**src/rtl/watch_pkg.sv**
```systemverilog
// Shared limits, digit widths and step encoding for the watch counters.
package watch_pkg;

   localparam int SEC_MAX           = 59;
   localparam int MIN_MAX           = 59;
   localparam int HR_MAX            = 23;
   localparam int ONES_W            = 4;
   localparam int SEC_TENS_W        = 3;
   localparam int MIN_TENS_W        = 3;
   localparam int HR_TENS_W         = 2;
   localparam int TICKS_PER_SEC_DEF = 32768;

   typedef enum logic [1:0] {
      STEP_HOLD = 2'b00,
      STEP_UP   = 2'b01,
      STEP_DOWN = 2'b10
   } step_e;

   // Opposing requests on the same field cancel out.
   function automatic step_e step_op(input logic inc, input logic dec);
      step_e op;
      case ({inc, dec})
         2'b10:   op = STEP_UP;
         2'b01:   op = STEP_DOWN;
         default: op = STEP_HOLD;
      endcase
      return op;
   endfunction

endpackage

```
**src/rtl/watch_bcd_pair.sv**
```systemverilog
// Two-digit BCD up/down counter wrapping between 00 and MAX_VAL.
module watch_bcd_pair
   import watch_pkg::*;
#(
   parameter int MAX_VAL = 59,
   parameter int TENS_W  = 3
) (
   input  logic              clk,
   input  logic              reset,
   input  logic              inc,
   input  logic              dec,
   input  logic              clr,
   output logic [TENS_W-1:0] tens,
   output logic [ONES_W-1:0] ones,
   output logic              carry_out
);

   localparam logic [TENS_W-1:0] MAX_T  = TENS_W'(MAX_VAL / 10);
   localparam logic [ONES_W-1:0] MAX_O  = ONES_W'(MAX_VAL % 10);
   localparam logic [TENS_W-1:0] ZERO_T = TENS_W'(0);
   localparam logic [TENS_W-1:0] ONE_T  = TENS_W'(1);

   logic [TENS_W-1:0] tens_q, tens_d;
   logic [ONES_W-1:0] ones_q, ones_d;
   logic              at_max_s, at_zero_s;
   step_e             op_s;

   // Next digit values; carry_out is combinational so chained pairs settle on one edge.
   always_comb begin
      op_s      = step_op(inc, dec);
      at_max_s  = (tens_q == MAX_T) && (ones_q == MAX_O);
      at_zero_s = (tens_q == ZERO_T) && (ones_q == 4'd0);
      tens_d    = tens_q;
      ones_d    = ones_q;
      carry_out = 1'b0;
      if (clr) begin
         tens_d = ZERO_T;
         ones_d = 4'd0;
      end else begin
         case (op_s)
            STEP_UP: begin
               if (at_max_s) begin
                  tens_d    = ZERO_T;
                  ones_d    = 4'd0;
                  carry_out = 1'b1;
               end else if (ones_q == 4'd9) begin
                  tens_d = tens_q + ONE_T;
                  ones_d = 4'd0;
               end else begin
                  ones_d = ones_q + 4'd1;
               end
            end
            STEP_DOWN: begin
               if (at_zero_s) begin
                  tens_d = MAX_T;
                  ones_d = MAX_O;
               end else if (ones_q == 4'd0) begin
                  tens_d = tens_q - ONE_T;
                  ones_d = 4'd9;
               end else begin
                  ones_d = ones_q - 4'd1;
               end
            end
            default: begin
               tens_d = tens_q;
               ones_d = ones_q;
            end
         endcase
      end
   end

   // Digit registers.
   always_ff @(posedge clk or posedge reset) begin
      if (reset) begin
         tens_q <= ZERO_T;
         ones_q <= 4'd0;
      end else begin
         tens_q <= tens_d;
         ones_q <= ones_d;
      end
   end

   assign tens = tens_q;
   assign ones = ones_q;

endmodule

```
**src/rtl/watch_time_counter.sv**
```systemverilog
// Time-of-day keeper: 1 Hz prescaler, HH:MM:SS BCD chain and edge-triggered set adjusts.
module watch_time_counter
   import watch_pkg::*;
#(
   parameter int TICKS_PER_SEC = TICKS_PER_SEC_DEF,
   parameter int PRESC_W       = 15
) (
   input  logic                  clk,
   input  logic                  reset,
   input  logic                  run_time,
   input  logic                  inc_m,
   input  logic                  dec_m,
   input  logic                  inc_h,
   input  logic                  dec_h,
   output logic [HR_TENS_W-1:0]  h_tens,
   output logic [ONES_W-1:0]     h_ones,
   output logic [MIN_TENS_W-1:0] m_tens,
   output logic [ONES_W-1:0]     m_ones,
   output logic [SEC_TENS_W-1:0] s_tens,
   output logic [ONES_W-1:0]     s_ones,
   output logic                  sec_pulse
);

   localparam logic [PRESC_W-1:0] PRESC_LAST = PRESC_W'(TICKS_PER_SEC - 1);
   localparam logic [PRESC_W-1:0] PRESC_ONE  = PRESC_W'(1);
   localparam logic [PRESC_W-1:0] PRESC_ZERO = PRESC_W'(0);

   logic [PRESC_W-1:0] presc_q, presc_d;
   logic [3:0]         hist_q, strb_s, adj_s;
   logic               sec_pulse_q, tick_s;
   logic               sec_carry_s, min_carry_s, hr_carry_unused_s;
   logic               min_inc_s, hr_inc_s;

   // Prescaler, strobe edge detect and run/set gating; adj_s is {inc_m, dec_m, inc_h, dec_h}.
   always_comb begin
      tick_s  = run_time && (presc_q == PRESC_LAST);
      presc_d = presc_q + PRESC_ONE;
      if (!run_time || tick_s) begin
         presc_d = PRESC_ZERO;
      end else begin
         presc_d = presc_q + PRESC_ONE;
      end
      strb_s    = {inc_m, dec_m, inc_h, dec_h};
      adj_s     = run_time ? 4'b0000 : (strb_s & ~hist_q);
      min_inc_s = (run_time & sec_carry_s) | adj_s[3];
      hr_inc_s  = (run_time & min_carry_s) | adj_s[1];
   end

   // History keeps tracking strobes in run mode so a held button cannot step on entry to set mode.
   always_ff @(posedge clk or posedge reset) begin
      if (reset) begin
         presc_q     <= PRESC_ZERO;
         hist_q      <= 4'b0000;
         sec_pulse_q <= 1'b0;
      end else begin
         presc_q     <= presc_d;
         hist_q      <= strb_s;
         sec_pulse_q <= tick_s;
      end
   end

   watch_bcd_pair #(.MAX_VAL(SEC_MAX), .TENS_W(SEC_TENS_W)) u_sec (
      .clk       (clk),
      .reset     (reset),
      .inc       (tick_s),
      .dec       (1'b0),
      .clr       (~run_time),
      .tens      (s_tens),
      .ones      (s_ones),
      .carry_out (sec_carry_s)
   );

   watch_bcd_pair #(.MAX_VAL(MIN_MAX), .TENS_W(MIN_TENS_W)) u_min (
      .clk       (clk),
      .reset     (reset),
      .inc       (min_inc_s),
      .dec       (adj_s[2]),
      .clr       (1'b0),
      .tens      (m_tens),
      .ones      (m_ones),
      .carry_out (min_carry_s)
   );

   watch_bcd_pair #(.MAX_VAL(HR_MAX), .TENS_W(HR_TENS_W)) u_hr (
      .clk       (clk),
      .reset     (reset),
      .inc       (hr_inc_s),
      .dec       (adj_s[0]),
      .clr       (1'b0),
      .tens      (h_tens),
      .ones      (h_ones),
      .carry_out (hr_carry_unused_s)
   );

   assign sec_pulse = sec_pulse_q;

endmodule
```
**config.mk**
```make
export PLATFORM = sky130hd
export DESIGN_NAME = watch_time_counter
export DESIGN_NICKNAME = d
export VERILOG_FILES = /design/src/rtl/watch_pkg.sv /design/src/rtl/watch_bcd_pair.sv /design/src/rtl/watch_time_counter.sv
export SDC_FILE = /design/constraint.sdc
export NUM_CORES = 1
export LEC_CHECK = 0
export BUFFER_PORTS_ARGS = -buffer_cell sky130_fd_sc_hd__buf_2
export CAP_MARGIN = 25
export CELL_PAD_IN_SITES_DETAIL_PLACEMENT = 1
export CELL_PAD_IN_SITES_GLOBAL_PLACEMENT = 1
export CORE_MARGIN = 2
export CORE_UTILIZATION = 40
export CTS_CLUSTER_SIZE = 30
export DETAILED_ROUTE_END_ITERATION = 6
export HOLD_SLACK_MARGIN = 0.15
export PLACE_DENSITY = 0.71
export SYNTH_ARGS = -nofsm -noshare
export SYNTH_HDL_FRONTEND = slang
export SYNTH_SLANG_ARGS = --single-unit
```
**constraint.sdc**
```tcl
create_clock -name clk -period 3.8 [get_ports clk]
set_clock_uncertainty 0.1 [all_clocks]
set_input_delay 0.76 -clock clk [delete_from_list [all_inputs] [get_ports clk]]
set_output_delay 0.76 -clock clk [all_outputs]
set_load 0.005 [all_outputs]
```
==> impl_metrics.yaml, run 1 <==
status:
  outcome: "finished clean"
critical_path:
  crit_family: "simple AND/OR/NAND/NOR gates"
  path_common_cell: "ha_1"
  r2r_start: "presc_q[0]$_DFF_PP0_"
  reg2regPathDepth: 13
  cp_cell_sequence: "ha_1 > nand3_1 > or4_1 > nor2_1 > a31o_2 > ha_1 > a31o_2 > inv_1 > ha_1 > inv_1 > nor2_1 > a211o_1 > mux2_2"
  r2r_end: "u_hr.tens[0]$_DFFE_PP0P_"
  path_class: "flip-flop to flip-flop"
  crit_required_ps: 3880
  cp_max_fo: 9
  slowest_stage: "or4_1"
  critPathBufInv: 2
  reg2reg_slack_ps: 370
  worstSetupStartpointType: "flip-flop"
  crit_path_end_kind: "flip-flop"
  slowest_delay_ps: 560
  arrival_ps: 3510
cts:
  cts_root_buffer: "clkbuf_8"
  h-tree-depth: 2
  post_cts_buffers: 0
  clock-sinks: 40
  cts_tree: "yes"
  cts.reportedPaths.clkPinSlew_ps: 80
  numCtsBuffers: 5
  clockBufferDepth: 2
  cts_resized: 0
  postCtsHoldBufs: 0
  insertion_delay_ps: 300
sta:
  relSlewSlack_pct: 59.4
  fin_ws_ps: 370
  fin_tns_setup_ps: 0
  fin_crit_sh_pct: 90.3
  tightestPinTransition_ps: 608
  fmax_mhz: 292
  finalSetupViolCount: 0
  period_needed_ps: 3430
  finalHoldViolCount: 0
  slew_violations: 0
  grt_setup_unrepaired: "no"
cells_and_area:
  fillCellCount: 730
  syn2layout_area_growth_pct: 12.6
  fin_nets: 324
  antenna_cells: 0
  drive_above_1_share_pct: 14.2
logic_synthesis:
  syn_area_per_cell_um2: 9.26
  yosys.cell_types.count: 49
  synth_area_mm2: 0.00248
  synth_edf_count: 0
  synth.yosys.seq_area_share_pct: 40.3
  async_flop_share_pct: 100
  synthCells: 268
  synth_fp_nets: 298
  synth_seq_cells: 40
  synth_warnings: 0
  synthFlopType: "dfrtp_1"
pwr:
  power.density_mw_per_mm2: 504
  leakage_nw: 1.29
  irDropWorstVdd_v: 0.000326
  totalPowerFinal_mw: 1.41
global_routing:
  gr-usage-all-layers_pct: 18.4
  grt_pass1_wl_um: 9720
  antenna_found_initial: 0
  grt_pass1_vias: 1994
  grt-ovfl-total: 0
  grt_max_degree: 41
floorplanning:
  ios: 28
  core-area_mm2: 0.00596
  start_util_pct: 41.7
  dieArea_mm2: 0.00685
  die_w_um: 82.8
  rows: 28
  dieHeight_um: 82.8
place:
  routabilityCongestion: 0.772
  port_buffers: 27
  dp_hpwl_um: 4040
  place_ws_ps: 428
routing:
  drt_iter0_drc: 61
  drt_pass1_iterations: 4
  vias_per_cell: 5.55
  avgRoutedWirePerCell_um: 15.3
  route.detailed.drc: 0
  dr_total_vias: 2054
  ant_nets: 0
  wl_um: 5650
min_path:
  hold_end: "presc_q[0]$_DFF_PP0_"
  worstHoldStart: "presc_q[0]$_DFF_PP0_"
  holdPathStages: 1
  hold_path.class: "flip-flop to flip-flop"
flow_run:
  cap_violations: 0
worst max path at each step:
stage	cells after the start	end	startpoint	slack [ps]
after floorplan	15	u_hr.tens[0]$_DFFE_PP0P_	presc_q[0]$_DFF_PP0_	520
after global placement	13	u_hr.tens[0]$_DFFE_PP0P_	presc_q[0]$_DFF_PP0_	520
after detailed placement	13	u_hr.tens[0]$_DFFE_PP0P_	presc_q[0]$_DFF_PP0_	430
after CTS	13	u_hr.tens[0]$_DFFE_PP0P_	presc_q[0]$_DFF_PP0_	380
after global routing	13	u_hr.tens[0]$_DFFE_PP0P_	presc_q[0]$_DFF_PP0_	120
final	13	u_hr.tens[0]$_DFFE_PP0P_	presc_q[0]$_DFF_PP0_	370
routing by layer:
metal	vias to the layer above	GRT usage, %	routed length (µm)
li1	1005	-	-
met1	1026	24.9	2790
met2	19	30.2	2660
met3	4	3.37	143
met4	0	4.92	57
met5	-	0	0
final cells by class:
class	instances	area, µm²	share of cell area (%)
multi-input combinational	198	1370	48.9
sequential	40	1000	35.8
timing repair buffer	29	150	5.37
tap	75	93.8	3.36
inverter	20	75.1	2.69
clock buffer	6	72.6	2.60
clock inverter	2	35.0	1.25
cells in the mapped netlist (all sizes together), types with 3 or more instances:
master	n	share of area [%]
dfrtp	40	40
inv	20	3.0
o31ai	4	1.2
clkbuf	8	1.2
nand4	6	1.8
a21oi	19	3.8
nand2b	3	0.76
a31oi	5	1.3
mux2i	4	1.6
xor2	7	2.5
nor2b	4	1.0
nand2	11	1.7
or3	3	0.76
and4	3	1.1
and3	4	1.0
and2	4	1.0
or4	6	1.8
o21ai	11	2.2
nor2	28	4.2
ha	23	12
nand3	11	2.2
xnor2	5	1.8
nor3	5	1.0
nor3b	5	1.5
registers in the layout (all words and copies together) (netlist names):
| name | count |
|---|---|
| sec_pulse | 1 |
| u_min.tens | 3 |
| u_hr.tens | 2 |
| hist_q | 4 |
| u_sec.ones | 4 |
| u_min.ones | 4 |
| u_hr.ones | 4 |
| presc_q | 15 |
| u_sec.tens | 3 |
cells in the final DEF (no fill, tap or decap), types with 3 or more instances in the layout:
cell type and n:
and4_1 3, and3_1 4, nand3_1 11, o21ai_0 11, xor2_1 7, nand2_1 11, a31oi_1 5, o31ai_1 4
nor2_1 28, inv_1 20, a21oi_1 19, ha_1 23, and2_1 4, nand4_1 5, nor2b_1 4, nand2b_1 3
xnor2_1 5, buf_2 27, or3_1 3, mux2i_1 4, clkbuf_8 5, or4_1 6, dfrtp_1 40, nor3b_1 5
nor3_1 5
cells by family after synthesis:
| logic type | share of synthesized area, % |
|---|---|
| compound gates | 15.2 |
| simple gates | 21.5 |
| xor+xnor | 4.24 |
| mux | 2.52 |
| fa+ha+maj | 11.6 |
| flops | 40.3 |
| buf+inv | 4.59 |
power breakdown:
group / switching, mW / internal (mW)
combinational: 0.245 / 0.213
clock: 0.156 / 0.195
sequential: 0.109 / 0.490
total: 0.510 / 0.898
through the flow:
| step | util (%) | hold slack [ps] | instances | cell area [µm²] |
|---|---|---|---|---|
| finish | 46.9 | 403 | 370 | 2790 |
| global route | 46.9 | 452 | 370 | 2790 |
| CTS | 46.9 | 405 | 370 | 2790 |
| detailed placement | 45.1 | 377 | 362 | 2690 |
| global placement | 45.1 | 362 | 362 | 2690 |
| floorplan | - | 348 | 268 | 2480 |
Power figures use the tool's default switching activity.
==> inputs of run 2 (changes only) <==
- ABC_AREA: not set -> 1
- PLACE_DENSITY: 0.71 -> 0.73
==> impl_metrics.yaml, run 2 <==
sta:
  fin_crit_sh_pct: 74.4
  finalHoldViolCount: 0
  fmax_mhz: 353
  slew_violations: 0
  fin_tns_setup_ps: 0
  relSlewSlack_pct: 64.4
  tightestPinTransition_ps: 534
  grt_setup_unrepaired: "no"
  period_needed_ps: 2830
  finalSetupViolCount: 0
pwr:
  power.density_mw_per_mm2: 481
  totalPowerFinal_mw: 1.38
  irDropWorstVdd_v: 0.000245
  leakage_nw: 1.48
cts:
  cts.reportedPaths.clkPinSlew_ps: 80
  postCtsHoldBufs: 0
  cts_tree: "yes"
  insertion_delay_ps: 290
  cts_resized: 0
  numCtsBuffers: 5
  post_cts_buffers: 0
  clockBufferDepth: 2
  h-tree-depth: 2
  cts_root_buffer: "clkbuf_8"
  clock-sinks: 40
floorplanning:
  start_util_pct: 40.7
  dieHeight_um: 84.0
  dieArea_mm2: 0.00705
  core-area_mm2: 0.00628
  ios: 28
  rows: 29
  die_w_um: 84.0
global_routing:
  grt_pass1_wl_um: 10100
  grt_pass1_vias: 2239
  grt_max_degree: 41
  antenna_found_initial: 0
  gr-usage-all-layers_pct: 17.4
  grt-ovfl-total: 0
logic_synthesis:
  synth_top_cell_by_area: "dfrtp_1"
  synthTopCellsByCount: "80 x nand2_1, 46 x nor2_1, 40 x dfrtp_1"
  async_flop_share_pct: 100
  yosys.cell_types.count: 31
  synth_warnings: 0
  synthCells: 330
  yosysMostFrequentCell: "nand2_1"
  synth.yosys.seq_area_share_pct: 39.1
  synth_top_area_share_pct: 39.1
  syn_area_per_cell_um2: 7.75
  synth_fp_nets: 360
  synth_seq_cells: 40
  synth_area_mm2: 0.00256
  synthFlopType: "dfrtp_1"
  synth_edf_count: 0
  synth.area.top_cells: "dfrtp_1 39%, nand2_1 12%, ha_1 11%"
cells_and_area:
  top_register: "presc_q"
  register_area_mm2: 0.00100
  final_common_cell: "nand2_1"
  largest_register_ffs: 15
  drive_above_1_share_pct: 13.8
  antenna_cells: 0
  fin_nets: 392
  fillCellCount: 808
  syn2layout_area_growth_pct: 12.2
  final_cell_area_mm2: 0.00287
  multi_input_area_mm2: 0.00138
  final_cell_mix: "80 x nand2_1, 46 x nor2_1, 40 x dfrtp_1"
critical_path:
  worst-path-stages: 17
  critPathBufInv: 2
  cp_max_fo: 9
  crit_required_ps: 3890
  crit_family: "compound AO/OA/AOI/OAI gates"
  crit_path_end_kind: "flip-flop"
  arrival_ps: 2920
  worstSetupStartpointType: "flip-flop"
  path_class: "flip-flop to flip-flop"
  slowest_stage: "dfrtp_1"
  reg2regPathDepth: 17
  path_common_cell: "nand2_1"
  slowest_delay_ps: 400
  cp_cell_sequence: "ha_1 > nand2_1 > nor2_2 > nand3_2 > nor2_4 > nand2_2 > inv_2 > nand2_1 > nand2_1 > ha_1 > a31oi_1 > ha_1 > clkinv_1 > o21ai_0 > o21ai_0 > nand3_1 > nand2_1"
place:
  dp_hpwl_um: 4450
  routabilityCongestion: 0.879
  port_buffers: 27
  placed_area_mm2: 0.00278
routing:
  drt_pass1_iterations: 4
  route.detailed.drc: 0
  wl_um: 5700
  ant_nets: 0
  dr_total_vias: 2201
  avgRoutedWirePerCell_um: 13.0
  drt_iter0_drc: 45
  vias_per_cell: 5.00
status:
  outcome: "finished clean"
flow_run:
  cap_violations: 0
min_path:
  hold_path.class: "flip-flop to flip-flop"
  holdPathStages: 1
run 2: changes by cell type after synthesis, moves of 6 or more:
cell,previous run,this run
nand2_1,11,80
or4_1,6,0
nor2_1,28,46
a21oi_1,19,8
nand3_1,11,23
clkbuf_1,8,1
inv_1,20,39
run 2: area by class of cell:
| cell class | instances | share of cell area, % |
|---|---|---|
| well taps | 77 | 3.36 |
| repair buffers | 28 | 4.97 |
| clock inverters | 2 | 0.349 |
| clock buffers | 6 | 2.88 |
| flip-flops and latches | 40 | 34.9 |
| multi-input cells | 244 | 47.9 |
| inverters | 43 | 5.63 |
run 2: worst paths after layout:
kind                                              to  slack (ps)                 start
max in group asynchronous  u_min.tens[0]$_DFFE_PP0P_        2740                 reset
hold reg to reg                 presc_q[0]$_DFF_PP0_         370  presc_q[0]$_DFF_PP0_
setup / recovery            u_hr.ones[1]$_DFFE_PP0P_         970  presc_q[0]$_DFF_PP0_
hold / removal                  presc_q[0]$_DFF_PP0_         370  presc_q[0]$_DFF_PP0_
min in group asynchronous  u_min.ones[2]$_DFFE_PP0P_         500                 reset
setup reg to reg            u_hr.ones[1]$_DFFE_PP0P_         970  presc_q[0]$_DFF_PP0_
run 2: per-layer routing:
metal	routed length, µm	global-route usage (%)	vias to the layer above
met5	0	0	-
met4	78	5.13	0
met2	2820	30.5	24
met1	2650	22.0	1055
met3	144	3.07	9
li1	-	-	1113
run 2: cell families after synthesis:
kind of cell             after synthesis  share of synthesized area, %
adder cells (fa/ha/maj)               23                          11.3
AO/OA/AOI/OAI                         37                          8.42
XOR/XNOR                              13                          4.45
flip-flops                            40                          39.1
buffers and inverters                 46                          7.09
AND/OR/NAND/NOR                      171                          29.6
run 2: where the power goes:
part           internal, mW  total [mW]  switching [mW]
sequential            0.492       0.601           0.109
combinational         0.211       0.485           0.275
clock                 0.145       0.295           0.150
run 2: worst reg2reg max path: cells and delay by family, from the launching register on:
kind | cells | cell delay [ps]
AO/OA/AOI/OAI | 3 | 680
AND/OR/NAND/NOR | 9 | 650
adder cells (fa/ha/maj) | 3 | 630
flip-flops | 1 | 400
buffers and inverters | 2 | 250
run 2: through the flow:
step           worst slack, ps  hold WS (ps)  utilization (%)  std cells
2_1_floorplan             1150           330                -        330
3_3_place_gp               831           356             44.2        432
4_1_cts                    929           378             45.7        440
5_1_grt                    657           409             45.7        440
6_report                   971           368             45.7        440
3_5_place_dp               690           369             44.2        432
